File: src/rtl/tlul_pkg.sv
// Minimal TL-UL type definitions shared by the UART TX device and its integrity generator.
// Field layout follows the 32-bit single-beat subset used by the Ibex playground.
package tlul_pkg;

    localparam int unsigned TL_AW  = 32;
    localparam int unsigned TL_DW  = 32;
    localparam int unsigned TL_AIW = 8;
    localparam int unsigned TL_DIW = 1;
    localparam int unsigned TL_DBW = 4;
    localparam int unsigned TL_SZW = 2;

    typedef enum logic [2:0] {
        PutFullData    = 3'h0,
        PutPartialData = 3'h1,
        Get            = 3'h4
    } tl_a_op_e;

    typedef enum logic [2:0] {
        AccessAck     = 3'h0,
        AccessAckData = 3'h1
    } tl_d_op_e;

    typedef struct packed {
        logic [6:0] cmd_intg;
        logic [6:0] data_intg;
    } tl_a_user_t;

    typedef struct packed {
        logic [6:0] rsp_intg;
        logic [6:0] data_intg;
    } tl_d_user_t;

    typedef struct packed {
        logic              a_valid;
        tl_a_op_e          a_opcode;
        logic [2:0]        a_param;
        logic [TL_SZW-1:0] a_size;
        logic [TL_AIW-1:0] a_source;
        logic [TL_AW-1:0]  a_address;
        logic [TL_DBW-1:0] a_mask;
        logic [TL_DW-1:0]  a_data;
        tl_a_user_t        a_user;
        logic              d_ready;
    } tl_h2d_t;

    typedef struct packed {
        logic              d_valid;
        tl_d_op_e          d_opcode;
        logic [2:0]        d_param;
        logic [TL_SZW-1:0] d_size;
        logic [TL_AIW-1:0] d_source;
        logic [TL_DIW-1:0] d_sink;
        logic [TL_DW-1:0]  d_data;
        tl_d_user_t        d_user;
        logic              d_error;
        logic              a_ready;
    } tl_d2h_t;

endpackage

File: src/rtl/tlul_rsp_intg_gen.sv
// Response integrity generator: passes the D channel through and fills d_user with
// 7-bit interleaved parity over the response header and over the data word.
module tlul_rsp_intg_gen (
    input  tlul_pkg::tl_d2h_t tl_i,
    output tlul_pkg::tl_d2h_t tl_o
);

    function automatic logic [6:0] fold7(input logic [56:0] v);
        logic [6:0] p;
        p = '0;
        for (int b = 0; b < 7; b++) begin
            for (int j = b; j < 57; j += 7) begin
                p[b] = p[b] ^ v[j];
            end
        end
        return p;
    endfunction

    always_comb begin
        tl_o = tl_i;
        tl_o.d_user.rsp_intg  = fold7(57'({tl_i.d_opcode, tl_i.d_size, tl_i.d_error}));
        tl_o.d_user.data_intg = fold7(57'(tl_i.d_data));
    end

endmodule

File: src/rtl/tlul_uart_tx_dev.sv
// TL-UL register slave feeding a byte FIFO that is serialised as 8N1 on tx_o.
// Registers: 0x0 TXDATA (push), 0x4 STATUS (ro), 0x8 CLKDIV (cycles per bit).
module tlul_uart_tx_dev #(
    parameter int unsigned FifoDepth = 8,
    parameter logic [15:0] ClkDivRst = 16'd434
) (
    input  logic              clk_i,
    input  logic              rst_ni,
    input  tlul_pkg::tl_h2d_t tl_i,
    output tlul_pkg::tl_d2h_t tl_o,
    output logic              tx_o,
    output logic              tx_busy_o
);
    import tlul_pkg::*;

    localparam int unsigned PtrW = (FifoDepth > 1) ? $clog2(FifoDepth) : 1;
    localparam int unsigned LvlW = $clog2(FifoDepth + 1);
    localparam logic [LvlW-1:0] FullLvl = LvlW'(FifoDepth);

    localparam logic [1:0] StIdle  = 2'd0;
    localparam logic [1:0] StStart = 2'd1;
    localparam logic [1:0] StData  = 2'd2;
    localparam logic [1:0] StStop  = 2'd3;

    logic            rsp_pending;
    logic [15:0]     clkdiv;
    logic [7:0]      fifo_mem [FifoDepth];
    logic [PtrW-1:0] wr_ptr, rd_ptr;
    logic [LvlW-1:0] level;
    logic            full, empty, push, pop;
    logic [1:0]      state;
    logic [15:0]     bit_timer, div_eff, reload;
    logic [2:0]      bit_idx;
    logic [7:0]      shift;

    logic accept, is_get, is_put, size_ok, sel_tx, sel_st, sel_div, req_ok, req_err, div_we;
    logic [31:0] rdata, lvl_wide;
    logic [3:0]  lvl_sat;

    tl_d_op_e    rsp_op;
    logic [1:0]  rsp_size;
    logic [7:0]  rsp_src;
    logic [31:0] rsp_data;
    logic        rsp_err;
    tl_d2h_t     rsp_raw;

    logic unused_tl;
    assign unused_tl = ^{tl_i.a_param, tl_i.a_address[31:4], tl_i.a_mask[3:2],
                         tl_i.a_data[31:16], tl_i.a_user};

    assign accept  = tl_i.a_valid && !rsp_pending;
    assign is_get  = tl_i.a_opcode == Get;
    assign is_put  = (tl_i.a_opcode == PutFullData) || (tl_i.a_opcode == PutPartialData);
    assign size_ok = tl_i.a_size == 2'd2;
    assign sel_tx  = tl_i.a_address[3:0] == 4'h0;
    assign sel_st  = tl_i.a_address[3:0] == 4'h4;
    assign sel_div = tl_i.a_address[3:0] == 4'h8;
    assign req_ok  = (is_get || is_put) && size_ok && (sel_tx || sel_st || sel_div);

    // A TXDATA push into a full FIFO is the only legal access that still reports an error.
    assign push    = accept && req_ok && is_put && sel_tx && tl_i.a_mask[0] && !full;
    assign req_err = !req_ok || (is_put && sel_tx && tl_i.a_mask[0] && full);
    assign div_we  = accept && req_ok && is_put && sel_div;

    assign lvl_wide = 32'(level);
    assign lvl_sat  = (lvl_wide > 32'd15) ? 4'hF : lvl_wide[3:0];

    always_comb begin
        rdata = '0;
        if (req_ok && is_get) begin
            if (sel_st) begin
                rdata = {24'h0, lvl_sat, 1'b0, tx_busy_o, empty, full};
            end else if (sel_div) begin
                rdata = {16'h0, clkdiv};
            end
        end
    end

    always_ff @(posedge clk_i or negedge rst_ni) begin
        if (!rst_ni) begin
            rsp_pending <= 1'b0;
        end else if (accept) begin
            rsp_pending <= 1'b1;
        end else if (rsp_pending && tl_i.d_ready) begin
            rsp_pending <= 1'b0;
        end
    end

    always_ff @(posedge clk_i) begin
        if (accept) begin
            rsp_op   <= is_get ? AccessAckData : AccessAck;
            rsp_size <= tl_i.a_size;
            rsp_src  <= tl_i.a_source;
            rsp_data <= req_err ? 32'h0 : rdata;
            rsp_err  <= req_err;
        end
    end

    always_comb begin
        rsp_raw          = '0;
        rsp_raw.d_valid  = rsp_pending;
        rsp_raw.d_opcode = rsp_op;
        rsp_raw.d_size   = rsp_size;
        rsp_raw.d_source = rsp_src;
        rsp_raw.d_data   = rsp_data;
        rsp_raw.d_error  = rsp_err;
        rsp_raw.a_ready  = !rsp_pending;
    end

    tlul_rsp_intg_gen u_rsp_intg (
        .tl_i (rsp_raw),
        .tl_o (tl_o)
    );

    always_ff @(posedge clk_i or negedge rst_ni) begin
        if (!rst_ni) begin
            clkdiv <= ClkDivRst;
        end else if (div_we) begin
            if (tl_i.a_mask[0]) clkdiv[7:0]  <= tl_i.a_data[7:0];
            if (tl_i.a_mask[1]) clkdiv[15:8] <= tl_i.a_data[15:8];
        end
    end

    assign full  = level == FullLvl;
    assign empty = level == '0;
    assign pop   = (state == StIdle) && !empty;

    always_ff @(posedge clk_i) begin
        if (push) fifo_mem[wr_ptr] <= tl_i.a_data[7:0];
    end

    always_ff @(posedge clk_i or negedge rst_ni) begin
        if (!rst_ni) begin
            wr_ptr <= '0;
            rd_ptr <= '0;
            level  <= '0;
        end else begin
            if (push) wr_ptr <= wr_ptr + 1'b1;
            if (pop)  rd_ptr <= rd_ptr + 1'b1;
            if (push && !pop) begin
                level <= level + 1'b1;
            end else if (pop && !push) begin
                level <= level - 1'b1;
            end
        end
    end

    // The divisor is sampled at every reload, so a CLKDIV write lands on the next bit boundary.
    assign div_eff = (clkdiv == 16'h0) ? 16'd1 : clkdiv;
    assign reload  = div_eff - 16'd1;

    always_ff @(posedge clk_i or negedge rst_ni) begin
        if (!rst_ni) begin
            state     <= StIdle;
            bit_timer <= '0;
            bit_idx   <= '0;
        end else begin
            case (state)
                StIdle: begin
                    if (!empty) begin
                        state     <= StStart;
                        bit_timer <= reload;
                    end
                end
                StStart: begin
                    if (bit_timer == 16'h0) begin
                        state     <= StData;
                        bit_timer <= reload;
                        bit_idx   <= '0;
                    end else begin
                        bit_timer <= bit_timer - 16'd1;
                    end
                end
                StData: begin
                    if (bit_timer == 16'h0) begin
                        bit_timer <= reload;
                        if (bit_idx == 3'd7) begin
                            state <= StStop;
                        end else begin
                            bit_idx <= bit_idx + 3'd1;
                        end
                    end else begin
                        bit_timer <= bit_timer - 16'd1;
                    end
                end
                default: begin
                    if (bit_timer == 16'h0) begin
                        state <= StIdle;
                    end else begin
                        bit_timer <= bit_timer - 16'd1;
                    end
                end
            endcase
        end
    end

    always_ff @(posedge clk_i) begin
        if (pop) begin
            shift <= fifo_mem[rd_ptr];
        end else if ((state == StData) && (bit_timer == 16'h0)) begin
            shift <= shift >> 1;
        end
    end

    // Decoded from state so that reset forces the line idle without waiting for a clock.
    assign tx_o      = (state == StData) ? shift[0] : (state != StStart);
    assign tx_busy_o = state != StIdle;

endmodule

File: config.mk
export PLATFORM = sky130hd
export DESIGN_NAME = tlul_uart_tx_dev
export DESIGN_NICKNAME = d
export VERILOG_FILES = /design/src/rtl/tlul_pkg.sv /design/src/rtl/tlul_rsp_intg_gen.sv /design/src/rtl/tlul_uart_tx_dev.sv
export SDC_FILE = /design/constraint.sdc
export NUM_CORES = 1
export LEC_CHECK = 0
export ABC_AREA = 1
export ABC_CLOCK_PERIOD_IN_PS = 4300
export CAP_MARGIN = 25
export CORE_MARGIN = 5
export CORE_UTILIZATION = 30
export CTS_CLUSTER_SIZE = 20
export DETAILED_ROUTE_END_ITERATION = 12
export SYNTH_ARGS = -nofsm -noshare
export SYNTH_HDL_FRONTEND = slang
export SYNTH_SLANG_ARGS = --single-unit
export TNS_END_PERCENT = 30
File: constraint.sdc
create_clock -name clk_i -period 4.3 [get_ports clk_i]
set_clock_uncertainty 0.1 [all_clocks]
set_input_delay 0.645 -clock clk_i [delete_from_list [all_inputs] [get_ports clk_i]]
set_output_delay 0.645 -clock clk_i [all_outputs]
set_load 0.01 [all_outputs]
==> results of run 1 <==
## worst min-delay path by stage
stage,start,to,slack [ns],cells past startpoint
floorplan,rst_ni,bit_idx[0]$_DFFE_PN0P_,0.25,0
global placement,bit_idx[1]$_DFFE_PN0P_,bit_idx[1]$_DFFE_PN0P_,0.39,1
detailed placement,bit_idx[2]$_DFFE_PN0P_,bit_idx[2]$_DFFE_PN0P_,0.39,1
CTS,rst_ni,bit_idx[2]$_DFFE_PN0P_,0.19,1
global route,rst_ni,bit_idx[1]$_DFFE_PN0P_,0.22,1
finish,rst_ni,bit_timer[14]$_DFFE_PN0P_,0.16,1
## flip-flops by register name (all words and copies together), names as in the netlist, 4 cells and up
signal	flops
fifo_mem	64
rsp_src	8
shift	8
rsp_data	16
clkdiv	16
level	4
bit_timer	16
## final cells by class
class                      instances  share of cell area
timing repair buffer              94              0.0997
sequential                       148               0.465
inverter                          86              0.0356
clock buffer                      17              0.0470
tap                              324              0.0448
clock inverter                    15              0.0229
multi-input combinational        512               0.285
## where the power goes
| group | switching, mW | internal [mW] |
|---|---|---|
| registers | 0.148 | 1.64 |
| logic | 0.571 | 0.385 |
| clock network | 0.646 | 0.941 |
| total | 1.37 | 2.97 |
## placed cells by master (no fill, tap or decap), types with 2 or more instances in the layout
master,instances
o21ai_0,43
xor2_1,18
nand3_1,34
nand2_1,146
nor2_4,2
a22o_1,2
buf_4,13
clkdlybuf4s50_1,80
a21oi_1,22
conb_1,25
inv_2,4
o21ai_1,20
ha_1,14
o211ai_1,8
inv_6,5
nor2_2,6
inv_1,81
bufinv_16,3
dfstp_2,5
o22ai_1,9
inv_8,4
dfrtp_1,43
edfxtp_1,100
nor3_1,13
clkbuf_16,17
o221ai_1,7
nor2_1,112
xnor2_1,9
nand4_1,6
a21oi_2,2
## cell families (layout without fill, tap and decap cells)
| kind of cell | count (synthesis) | after routing | synth area share |
|---|---|---|---|
| AND/OR/NAND/NOR | 327 | 327 | 0.187 |
| flip-flops | 148 | 148 | 0.574 |
| buffers and inverters | 133 | 212 | 0.0870 |
| AO/OA/AOI/OAI | 118 | 118 | 0.0933 |
| XOR/XNOR | 27 | 27 | 0.0322 |
| adder cells (fa/ha/maj) | 15 | 15 | 0.0266 |
| other | 1 | 25 | 0.000511 |
## stage by stage
stage / worst slack (ns) / std cells / hold slack, ns / instance area, um^2 / util
floorplan: 0.545 / 793 / 0.249 / 7430 / -
global placement: 0.998 / 1164 / 0.392 / 8420 / 0.348
detailed placement: 0.957 / 1164 / 0.392 / 8420 / 0.348
CTS: 1.16 / 1196 / 0.193 / 9060 / 0.375
global route: 0.842 / 1196 / 0.222 / 9060 / 0.375
finish: 1.22 / 1196 / 0.158 / 9060 / 0.375
## metal layers
layer | vias to the layer above | wire length [um] | track usage
met5 | - | 7 | 0
met4 | 2 | 286 | 0.0384
met3 | 20 | 1160 | 0.0319
met2 | 163 | 7590 | 0.192
met1 | 2517 | 8470 | 0.183
li1 | 2687 | - | -
==> flow_metrics.tcl, run 1 <==
set metrics [dict create \
    yosysMostFrequentCell "nand2_1" \
    timing.fmax_mhz 324 \
    fin_crit_sh 0.717 \
    reg2reg_from "state[0]$_DFFE_PN0P_" \
    crit_end "level[3]$_DFFE_PN0P_" \
    dr.pass1.iters 5 \
    die_height_um 166 \
    pwr_density_cell_nw_per_um2 479 \
    post_cts_buffers 0 \
    die_width_um 166 \
    crit_start "state[0]$_DFFE_PN0P_" \
    clockRootBuffer "clkbuf_16" \
    slew_viol_final 0 \
    synthCells 769 \
    critPathMaxStageDelay_ns 0.43 \
    ioPinCount 170 \
    nets 976 \
    ys_top_cells_by_count "146 x nand2_1, 113 x nor2_1, 100 x edfxtp_1" \
    synthesis.area_um2 7340 \
    synthTopCellsByArea "edfxtp_1 41%, dfrtp_1 15%, nand2_1 7.5%" \
    cts_tree "done" \
    drt-initial-drc-count 348 \
    die-area_um2 27700 \
    crit_path_end_kind "register" \
    avgSynthCellArea_um2 9.54 \
    numPortBuffers 81 \
    yosys.area.top_type "edfxtp_1" \
    worstSetupStartpointType "register" \
    path_delay_family "buffers and inverters" \
    coreArea_um2 24200 \
    numClockSinks 148 \
    rsz0062_at_grt "no" \
    yosysTopAreaCellShare 0.409 \
    reg2reg_slack_ns 1.22 \
    ir_worst_vdd_uv 282 \
    cts_hold_buf 0 \
    ys_warn_count 0 \
    min_period_ns 3.08 \
    wirelength_mm 17.5 \
    cts_buffer_depth 2 \
    worstMarginPinSlew_ns 0.922 \
    worstPathRequired_ns 4.50 \
    gp_congestion 0.901 \
    track_usage 0.128 \
    hold_violations 0 \
    path_buf_inv 5 \
    clk_latency_ns 0.43 \
    r2r-end "level[3]$_DFFE_PN0P_" \
    maxCapViolCount 0 \
    drc 0 \
    antenna_found_initial 1 \
    critPathArrivalTime_ns 3.29 \
    critPathKind "reg2reg" \
    std_cell_rows 57 \
    grt_pass1_vias 5147 \
    clk_pin_slew_ns 0.07 \
    post_drt_wl_per_cell_um 14.6 \
    hp-class "in2async" \
    maxSlewHeadroom 0.385 \
    vias 5389 \
    cts_made_buffers 17 \
    register_area_um2 4210 \
    fill_cells 2405 \
    rr_worst_depth 15 \
    area_growth_pct 23.4 \
    overflow 0 \
    p_leak_nw 3.73 \
    crit_fanout 13 \
    diodes 0 \
    grt_start_max_net_pins 35 \
    path_cells "inv_1 -> ha_1 -> inv_1 -> nor2_1 -> buf_4 -> clkinv_1 -> ha_1 -> inv_1 -> ha_1 -> a21o_1 -> a21oi_1 -> nand2_1 -> nand2_1 -> nor2_1 -> xor2_1" \
    final-setup-viol-count 0 \
    synth_ff_type "edfxtp_1" \
    ys_types 43 \
    cpMaxStageDelayCell "dfrtp_1" \
    synth-seq-cells 148 \
    start_util 0.304 \
    cts.htree.levels 4 \
    cts_resized 0 \
    dp_hpwl_mm 12.6 \
    total_power_mw 4.34 \
    outcome "complete, no violations" \
    cp.depth 15 \
    async_flop_share 0.324 \
    yosysSeqAreaShare 0.574 \
    synth-edff-count 100 \
    drive_gt1_frac 0.0803 \
    via_per_inst 4.51 \
    multiInputGateArea_um2 2580 \
    fin_setup_tns_ns 0 \
    ant_nets 0 \
    grt_pass1_wl_mm 28.2 \
]
(Power assumes the default switching activity.)
==> inputs of run 2 (changes only) <==
- ABC_CLOCK_PERIOD_IN_PS: 4300 -> 3000
- clock period: 4.3 -> 3 ns (I/O delays scaled with it)
==> flow_metrics.tcl, run 2 (synthesis results as in run 1) <==
set metrics [dict create \
    coreArea_um2 24200 \
    fin_setup_tns_ns 0 \
    final_cell_mix "146 x nand2_1, 112 x nor2_1, 100 x edfxtp_1" \
    gp_congestion 0.906 \
    worstSetupStartpointType "register" \
    clk_latency_ns 0.43 \
    p_int_mw 4.04 \
    crit_path_end_kind "output pin" \
    fin_crit_sh 0.869 \
    wirelength_mm 17.8 \
    post_cts_buffers 0 \
    ioPinCount 170 \
    crit_fanout 5 \
    place_area_um2 8560 \
    power_frac_clock 0.342 \
    numClockSinks 148 \
    dp_hpwl_mm 12.9 \
    power_frac_comb 0.238 \
    worstMarginPinSlew_ns 0.692 \
    clockRootBuffer "clkbuf_16" \
    worstPathRequired_ns 2.45 \
    clk_pin_slew_ns 0.07 \
    total_power_mw 6.05 \
    track_usage 0.129 \
    maxSlewHeadroom 0.538 \
    finalHoldWorstSlack_ns 0.319 \
    numPortBuffers 81 \
    final-setup-viol-count 0 \
    drive_gt1_frac 0.0966 \
    slew_viol_final 0 \
    ant_nets 0 \
    cts_buffer_depth 2 \
    area_growth_pct 24.6 \
    die_height_um 166 \
    min_period_ns 2.61 \
    regMostFlops "fifo_mem" \
    dr.pass1.iters 5 \
    cts.htree.levels 4 \
    setup_ws_ns 0.394 \
    dp_cells 1181 \
    outcome "complete, no violations" \
    antenna_found_initial 0 \
    diodes 0 \
    p_leak_nw 3.79 \
    final_area_um2 9150 \
    final_core_util 0.378 \
    maxCapViolCount 0 \
    std_cell_rows 57 \
    post_drt_wl_per_cell_um 14.7 \
    cts_resized 0 \
    die-area_um2 27700 \
    drc 0 \
    crit_start "state[0]$_DFFE_PN0P_" \
    grt_pass1_wl_mm 28.5 \
    cts_hold_buf 1 \
    critPathArrivalTime_ns 2.06 \
    hp-class "in2async" \
    pre_cts_ws_ns 0.0434 \
    grt_start_max_net_pins 35 \
    mostFrequentLayoutCell "nand2_1" \
    switching_power_mw 2.01 \
    nets 994 \
    ir_worst_vdd_uv 408 \
    rsz0062_at_grt "no" \
    overflow 0 \
    switching_share 0.332 \
    hold_violations 0 \
    drt-initial-drc-count 549 \
    start_util 0.304 \
    critPathKind "reg2out" \
    cts_tree "done" \
    pwr_density_cell_nw_per_um2 661 \
    fin_cells 1214 \
    largest_reg_flops 64 \
    grt_pass1_vias 5297 \
    die_width_um 166 \
    vias 5480 \
    seqPwrFrac 0.420 \
    cts_made_buffers 17 \
    timing.fmax_mhz 384 \
    via_per_inst 4.51 \
    reg2reg_from "level[0]$_DFFE_PN0P_" \
]
run 2: critical path, stage by stage, from the launching register on:
cell	delay [ns]
dfrtp_1	0.42
inv_1	0.11
ha_1	0.19
inv_1	0.10
nand2_1	0.11
o21a_1	0.15
clkdlybuf4s50_1	0.55
run 2: per-layer routing:
| metal | part of all wire | vias up | global-route usage |
|---|---|---|---|
| met5 | 0 | - | 0 |
| met4 | 0.016 | 0 | 0.0448 |
| met3 | 0.067 | 21 | 0.0295 |
| met2 | 0.44 | 196 | 0.197 |
| met1 | 0.47 | 2527 | 0.182 |
| li1 | - | 2736 | - |
run 2: layout make-up:
cell class              count  area [um^2]
flip-flops and latches    148         4210
well taps                 324          405
clock inverters            15          154
fillers                  2397        15000
repair buffers            112         1040
inverters                  86          323
multi-input cells         512         2590
clock buffers              17          425
run 2: path summary, 6_finish.rpt:
path,cells past startpoint,endpoint,slack (ns)
min,2,bit_timer[2]$_DFFE_PN0P_,0.32
min reg2reg,1,bit_idx[1]$_DFFE_PN0P_,0.41
min in group clk_i,1,bit_idx[1]$_DFFE_PN0P_,0.41
max,6,tx_o,0.39
max in group asynchronous,3,clkdiv[1]$_DFFE_PN1P_,1.80
max reg2reg,13,level[3]$_DFFE_PN0P_,0.40
run 2: power by group through the flow:
stage               clock network (mW)  registers (mW)  logic, mW
floorplan                            0            2.56       1.02
detailed placement                   0            2.58       1.44
global placement                     0            2.58       1.41
finish                            2.07            2.54       1.44
CTS                               2.12            2.54       1.45
global route                      2.21            2.57       1.63
